==> src/rtl/axi_param_timer.sv <==
// Free-running timebase with stop limit, self-clearing CLEAR and compare alarms behind AXI4-Lite.
// Writes land on the AW/W handshake edge, reads return one cycle after AR; one outstanding write and read each.
module axi_param_timer #(
    parameter int TIME_WIDTH = 64,
    parameter int NUM_ALARMS = 2
) (
    input  logic                  clk,
    input  logic                  rst_n,
    output logic [TIME_WIDTH-1:0] current_time,
    output logic                  time_running,
    output logic [NUM_ALARMS-1:0] alarm,
    input  logic [11:0]           s_axi_awaddr,
    input  logic [2:0]            s_axi_awprot,
    input  logic                  s_axi_awvalid,
    output logic                  s_axi_awready,
    input  logic [31:0]           s_axi_wdata,
    input  logic [3:0]            s_axi_wstrb,
    input  logic                  s_axi_wvalid,
    output logic                  s_axi_wready,
    output logic [1:0]            s_axi_bresp,
    output logic                  s_axi_bvalid,
    input  logic                  s_axi_bready,
    input  logic [11:0]           s_axi_araddr,
    input  logic [2:0]            s_axi_arprot,
    input  logic                  s_axi_arvalid,
    output logic                  s_axi_arready,
    output logic [31:0]           s_axi_rdata,
    output logic [1:0]            s_axi_rresp,
    output logic                  s_axi_rvalid,
    input  logic                  s_axi_rready
);
    localparam int TW = TIME_WIDTH;

    logic [TW-1:0]         cnt, cnt_inc, cnt_nxt, max_val;
    logic [TW-1:0]         alarm_val [NUM_ALARMS];
    logic [63:0]           cnt64, max64;
    logic [63:0]           alarm64 [NUM_ALARMS];
    logic                  enable, running, inc, clear_now;
    logic [NUM_ALARMS-1:0] alarm_en, alarm_flag, alarm_nxt, flag_clr;
    logic                  wr_rdy, wr_en, bvld, ar_rdy, rd_en, rvld;
    logic [1:0]            bresp, rresp;
    logic [31:0]           shadow_hi, rd_dat, rdata;
    logic [9:0]            wr_idx, rd_idx;
    logic                  unused_bits;

    assign unused_bits = ^{s_axi_awprot, s_axi_arprot, s_axi_awaddr[1:0], s_axi_araddr[1:0]};
    assign wr_idx = s_axi_awaddr[11:2];
    assign rd_idx = s_axi_araddr[11:2];
    assign cnt64  = 64'(cnt);
    assign max64  = 64'(max_val);

    function automatic logic [31:0] wr_merge(input logic [31:0] old, input logic [31:0] dat,
                                             input logic [3:0] strb);
        logic [31:0] r;
        r = old;
        for (int b = 0; b < 4; b++)
            if (strb[b]) r[8*b +: 8] = dat[8*b +: 8];
        return r;
    endfunction

    function automatic logic mapped(input logic [9:0] idx);
        return (idx <= 10'd5) || (idx >= 10'd8 && idx < 10'(8 + 2*NUM_ALARMS));
    endfunction

    // Increment is gated by the limit directly so a late-dropping running flag never overshoots MAX.
    always_comb begin
        inc       = running && enable && (cnt < max_val);
        clear_now = wr_en && (wr_idx == 10'd0) && s_axi_wstrb[0] && s_axi_wdata[1];
        cnt_inc   = cnt + TW'(1);
        cnt_nxt   = clear_now ? '0 : (inc ? cnt_inc : cnt);
        flag_clr  = (wr_en && wr_idx == 10'd1 && s_axi_wstrb[1]) ? s_axi_wdata[8 +: NUM_ALARMS] : '0;
        for (int k = 0; k < NUM_ALARMS; k++) begin
            alarm_nxt[k] = !clear_now && inc && alarm_en[k] && (cnt_inc == alarm_val[k]);
            alarm64[k]   = 64'(alarm_val[k]);
        end
    end

    always_ff @(posedge clk or negedge rst_n) begin
        if (!rst_n) begin
            cnt        <= '0;
            running    <= 1'b0;
            alarm      <= '0;
            enable     <= 1'b0;
            alarm_en   <= '0;
            alarm_flag <= '0;
            max_val    <= '1;
            for (int k = 0; k < NUM_ALARMS; k++) alarm_val[k] <= '0;
        end else begin
            cnt        <= cnt_nxt;
            running    <= enable && (cnt_nxt < max_val);
            alarm      <= alarm_nxt;
            alarm_flag <= (alarm_flag & ~flag_clr) | alarm_nxt;
            if (wr_en) begin
                if (wr_idx == 10'd0) begin
                    if (s_axi_wstrb[0]) enable   <= s_axi_wdata[0];
                    if (s_axi_wstrb[1]) alarm_en <= s_axi_wdata[8 +: NUM_ALARMS];
                end
                if (wr_idx == 10'd2)
                    max_val <= TW'({max64[63:32], wr_merge(max64[31:0], s_axi_wdata, s_axi_wstrb)});
                if (wr_idx == 10'd3)
                    max_val <= TW'({wr_merge(max64[63:32], s_axi_wdata, s_axi_wstrb), max64[31:0]});
                for (int k = 0; k < NUM_ALARMS; k++) begin
                    if (wr_idx == 10'(8 + 2*k))
                        alarm_val[k] <= TW'({alarm64[k][63:32],
                                             wr_merge(alarm64[k][31:0], s_axi_wdata, s_axi_wstrb)});
                    if (wr_idx == 10'(9 + 2*k))
                        alarm_val[k] <= TW'({wr_merge(alarm64[k][63:32], s_axi_wdata, s_axi_wstrb),
                                             alarm64[k][31:0]});
                end
            end
        end
    end

    // Ready is only raised once both AW and W are present and the previous response is draining.
    assign wr_en = wr_rdy && s_axi_awvalid && s_axi_wvalid;
    assign rd_en = ar_rdy && s_axi_arvalid;

    always_ff @(posedge clk or negedge rst_n) begin
        if (!rst_n) begin
            wr_rdy    <= 1'b0;
            bvld      <= 1'b0;
            bresp     <= 2'b00;
            ar_rdy    <= 1'b0;
            rvld      <= 1'b0;
            rresp     <= 2'b00;
            rdata     <= '0;
            shadow_hi <= '0;
        end else begin
            wr_rdy <= s_axi_awvalid && s_axi_wvalid && !wr_rdy && !(bvld && !s_axi_bready);
            if (wr_en) begin
                bvld  <= 1'b1;
                bresp <= mapped(wr_idx) ? 2'b00 : 2'b10;
            end else if (s_axi_bready) begin
                bvld  <= 1'b0;
            end
            ar_rdy <= s_axi_arvalid && !ar_rdy && !(rvld && !s_axi_rready);
            if (rd_en) begin
                rvld  <= 1'b1;
                rdata <= rd_dat;
                rresp <= mapped(rd_idx) ? 2'b00 : 2'b10;
                if (rd_idx == 10'd4) shadow_hi <= cnt64[63:32];
            end else if (s_axi_rready) begin
                rvld  <= 1'b0;
            end
        end
    end

    always_comb begin
        rd_dat = '0;
        case (rd_idx)
            10'd0: begin
                rd_dat[0]               = enable;
                rd_dat[8 +: NUM_ALARMS] = alarm_en;
            end
            10'd1: begin
                rd_dat[0]               = running;
                rd_dat[8 +: NUM_ALARMS] = alarm_flag;
            end
            10'd2:   rd_dat = max64[31:0];
            10'd3:   rd_dat = max64[63:32];
            10'd4:   rd_dat = cnt64[31:0];
            10'd5:   rd_dat = shadow_hi;
            default: begin
                for (int k = 0; k < NUM_ALARMS; k++) begin
                    if (rd_idx == 10'(8 + 2*k)) rd_dat = alarm64[k][31:0];
                    if (rd_idx == 10'(9 + 2*k)) rd_dat = alarm64[k][63:32];
                end
            end
        endcase
    end

    assign current_time  = cnt;
    assign time_running  = running;
    assign s_axi_awready = wr_rdy;
    assign s_axi_wready  = wr_rdy;
    assign s_axi_bvalid  = bvld;
    assign s_axi_bresp   = bresp;
    assign s_axi_arready = ar_rdy;
    assign s_axi_rvalid  = rvld;
    assign s_axi_rdata   = rdata;
    assign s_axi_rresp   = rresp;
endmodule

==> config.mk <==
export PLATFORM = sky130hd
export DESIGN_NAME = axi_param_timer
export DESIGN_NICKNAME = d
export VERILOG_FILES = /design/src/rtl/axi_param_timer.sv
export SDC_FILE = /design/constraint.sdc
export NUM_CORES = 1
export LEC_CHECK = 0
export CAP_MARGIN = 15
export CORE_MARGIN = 2
export CORE_UTILIZATION = 40
export DETAILED_ROUTE_END_ITERATION = 6
export GPL_TIMING_DRIVEN = 0
export PLACE_DENSITY_LB_ADDON = 0.08
export SKIP_CTS_REPAIR_TIMING = 1
export SLEW_MARGIN = 0
export SYNTH_ARGS = -nofsm -noshare
export SYNTH_HDL_FRONTEND = slang
export SYNTH_SLANG_ARGS = --single-unit
export TNS_END_PERCENT = 100
==> constraint.sdc <==
create_clock -name clk -period 10.72 [get_ports clk]
set_input_delay 1.072 -clock clk [delete_from_list [all_inputs] [get_ports clk]]
set_output_delay 1.072 -clock clk [all_outputs]
set_load 0.05 [all_outputs]
==> results by group <==
Critical path
  • Kind of start point of the critical path: flip-flop
  • Critical path data arrival time: 8880 ps
  • Worst Path Required: 11170 ps
  • Highest net fanout along the worst path: 10
  • Worst setup EP type: flip-flop
  • Critical path type: reg2reg

Floorplanning
  • Starting density of the core: 40.6%
  • Area of the placeable core: 54000 sq um
  • Die X-Extent: 238 microns
  • Number of core rows: 85
  • Height of the die: 238 microns
  • Number of top-level pins: 181
  • Total Die Area: 56700 sq um

Power
  • Portion of total power attributed to sequential cells: 41.7%
  • Maximum vdd drop: 121 uV
  • Cell area power density: 119 nW/um^2
  • Switching power summed over all nets: 0.000867 W
  • Clock power share: 46.7%
  • Internal Power: 0.00226 W
  • Switching share of power: 27.7%
  • Logic gate share of total power: 11.7%
  • Lkg Pwr: 11.7 nW

Outcome
  • Run status: complete, but fails checks
  • Violated checks: design-rule violations, max-capacitance violations, max-slew violations

Synth
  • Post-synthesis cell type count: 75
  • Top cells by area in the synthesized netlist: sky130_fd_sc_hd__dfrtp_1 (31%), sky130_fd_sc_hd__mux2_2 (9.6%), sky130_fd_sc_hd__dfstp_2 (7.7%)
  • Portion of the post-synthesis area used by sequential elements: 38.5%
  • Most common cell in the synthesized netlist: sky130_fd_sc_hd__dfrtp_1
  • Top cell type's share of synthesized area: 30.8%
  • Number of instances in the synthesized netlist: 2258
  • Prevailing post-synth register cell: sky130_fd_sc_hd__dfrtp_1
  • Post-synth top area cell: sky130_fd_sc_hd__dfrtp_1
  • Number of enable flip-flop cells after synthesis: 0
  • Post-synthesis average cell area: 9.72 sq um
  • Synth async-reset ratio: 100%
  • Ys Warns: 0
  • Most common library cells after synthesis: sky130_fd_sc_hd__dfrtp_1 (270), sky130_fd_sc_hd__mux2_2 (188), sky130_fd_sc_hd__nand2_1 (171)
  • Netlist Area Pre-Place: 21900 sq um
  • Number of synthesized register bits: 334

Routing
  • Starting DRT DRC Count: 2699
  • Detailed-router iteration count before antenna repair: 7
  • # DRC: 4
  • Average vias per placed instance: 6.39
  • Overall via count from detail_route: 20579
  • Average routed wire per standard cell: 35.1 microns
  • Antenna-violating nets left: 0
  • Detailed-route wire length: 113000 microns

Clock tree
  • Clock buffers created by TritonCTS: 41
  • Clock transition at the registers of the reported paths: 60 ps
  • Longest Clk Path Bufs: 3
  • Clk root buf: sky130_fd_sc_hd__clkbuf_16
  • Number of clock sinks: 334
  • TritonCTS clock tree: yes
  • Skew-Pair Late Insertion Delay: 590 ps
  • Number of H-tree levels: 2

Timing
  • Worst slew slack as a fraction of its limit: -0.324%
  • Setup repair after global routing missed its margin: false
  • Least-Margin Pin Slew: 1470 ps
  • Total count of hold-check failures in the final report: 0
  • Highest Clock Rate: 119 MHz
  • Pins over their slew limit: 1
  • Final setup violation count: 0
  • Crit path setup slack, layout: 2290 ps
  • Min Tclk post-route: 8430 ps
  • Final Skew: 20.3 ps
  • Final critical-path share of the clock period: 78.6%

Place
  • Post-detail-place hpwl: 89500 microns
  • Gpl congestion: 1.06
  • Post-placement setup slack: 2460 ps
  • Total cell area at the placement stage: 24800 sq um
  • Buffers on Ports: 166

Final layout
  • Ratio of cells with drive above 1 in the final layout: 15.1%
  • Final core utilization: 48.5%
  • Layout filler cell count: 5215
  • Post-route cell area: 26200 sq um
  • Syn-to-layout area delta: 19.5%
  • Nets@finish: 2691

Global routing
  • First-pass GRT wire length: 157000 microns
  • Overflow left after global routing: 0
  • Number of antenna violations at the first check in global routing: 4
  • All-layer global routing usage: 39.8%
  • Pin count of the biggest net entering global routing: 114
  • Number of global-route vias before repair: 20112

Min path
  • Hold Path Class: in2async

Flow run
  • Maximum Capacitance Violations: 1
routing by layer:
| layer | track usage [%] | vias to the layer above | share of wire, % |
|---|---|---|---|
| li1 | - | 8733 | - |
| met1 | 53.0 | 10419 | 42 |
| met2 | 60.7 | 1124 | 44 |
| met3 | 6.85 | 301 | 7.7 |
| met4 | 23.7 | 2 | 6.9 |
| met5 | 0 | - | 0.011 |
through the flow:
stage	std cells	power (W)	hold slack (ps)	TNS, ps
2_1_floorplan	2259	0.00150	442	0
3_3_place_gp	3121	0.00168	461	-1839130
3_5_place_dp	3141	0.00169	469	0
4_1_cts	3217	0.00314	406	0
5_1_grt	3220	0.00322	420	0
6_report	3221	0.00313	385	0
state kept, by name (all words and copies together), names as in the netlist:
register,flops
alarm64,128
current_time,64
max64,64
s_axi_rdata,32
shadow_hi,32
alarm,2
alarm_en,2
alarm_flag,2
enable,1
s_axi_arready,1
s_axi_awready,1
s_axi_bresp,1
s_axi_bvalid,1
s_axi_rresp,1
s_axi_rvalid,1
time_running,1
cell usage in the layout (no fill, tap or decap), types with 40 or more instances in the layout:
cell type,count
sky130_fd_sc_hd__nand4_1,66
sky130_fd_sc_hd__a21oi_1,104
sky130_fd_sc_hd__nor2_1,147
sky130_fd_sc_hd__nand2_1,171
sky130_fd_sc_hd__dfrtp_1,270
sky130_fd_sc_hd__xnor2_1,130
sky130_fd_sc_hd__clkdlybuf4s50_1,165
sky130_fd_sc_hd__xor2_1,92
sky130_fd_sc_hd__mux2i_1,47
sky130_fd_sc_hd__dfstp_2,64
sky130_fd_sc_hd__o21ai_0,88
sky130_fd_sc_hd__nor4_1,40
sky130_fd_sc_hd__nand3_1,87
sky130_fd_sc_hd__ha_1,127
sky130_fd_sc_hd__clkbuf_16,43
sky130_fd_sc_hd__clkbuf_1,101
sky130_fd_sc_hd__inv_1,86
sky130_fd_sc_hd__nor3_1,49
sky130_fd_sc_hd__mux2_2,188
worst paths after layout:
kind	startpoint	endpoint	slack [ps]	cells after the start
worst max-delay path	max64[51]	time_running	2290	23
worst min-delay path	rst_n	current_time[6]	390	1
worst max register to register	max64[51]	time_running	2290	23
worst min register to register	s_axi_rdata[5]	s_axi_rdata[5]	470	1
max in group asynchronous	rst_n	max64[56]	8960	3
min in group clk	s_axi_rdata[5]	s_axi_rdata[5]	470	1
layout make-up:
class | instances | area, sq um | area share [%]
Tap cell | 696 | 871 | 3.32
Buffer | 133 | 557 | 2.12
Clock inverter | 16 | 179 | 0.682
Clock buffer | 60 | 1210 | 4.61
Inverter | 86 | 323 | 1.23
Sequential cell | 334 | 8440 | 32.2
Antenna cell | 1 | 2.50 | 0.00954
Multi-Input combinational cell | 1706 | 12700 | 48.2
Timing Repair Buffer | 189 | 2000 | 7.61
critical path, stage by stage (launching register included):
cell and delay [ps]:
sky130_fd_sc_hd__dfstp_2 530, sky130_fd_sc_hd__inv_1 110, sky130_fd_sc_hd__ha_1 330, sky130_fd_sc_hd__a21oi_1 150
sky130_fd_sc_hd__o21ai_0 440, sky130_fd_sc_hd__a2111oi_0 560, sky130_fd_sc_hd__a211oi_1 140, sky130_fd_sc_hd__a211o_1 270
sky130_fd_sc_hd__buf_1 510, sky130_fd_sc_hd__nor2_1 300, sky130_fd_sc_hd__clkbuf_1 950, sky130_fd_sc_hd__buf_1 1030
sky130_fd_sc_hd__nand2_1 210, sky130_fd_sc_hd__xor2_1 220, sky130_fd_sc_hd__nor2_1 100, sky130_fd_sc_hd__ha_1 430
sky130_fd_sc_hd__nand4_1 100, sky130_fd_sc_hd__nor2_1 310, sky130_fd_sc_hd__nand2_1 340, sky130_fd_sc_hd__nor3_1 270
sky130_fd_sc_hd__inv_1 180, sky130_fd_sc_hd__a31oi_1 450, sky130_fd_sc_hd__or4_1 270, sky130_fd_sc_hd__a21oi_1 60
power by group through the flow:
stage                     combinational [W]  clock, W  sequential, W
after global placement             0.000352         0        0.00133
after detailed placement           0.000359         0        0.00133
after global routing               0.000381   0.00153        0.00131
after CTS                          0.000361   0.00147        0.00130
after floorplan                   0.0000980         0        0.00141
final                              0.000365   0.00146        0.00130
cells by family after synthesis:
| logic type | count (synthesis) | synth area share, % |
|---|---|---|
| AOI/OAI and AO/OA | 419 | 12.6 |
| xor gates and xnor gates | 232 | 9.89 |
| adders and majority gates | 127 | 7.24 |
| buffers and inverters | 219 | 4.01 |
| DFF | 334 | 38.5 |
| muxes | 235 | 11.8 |
| other | 1 | 0.0171 |
| and+or+nand+nor | 691 | 16.0 |
No activity file was read; power rests on OpenSTA's default activity.
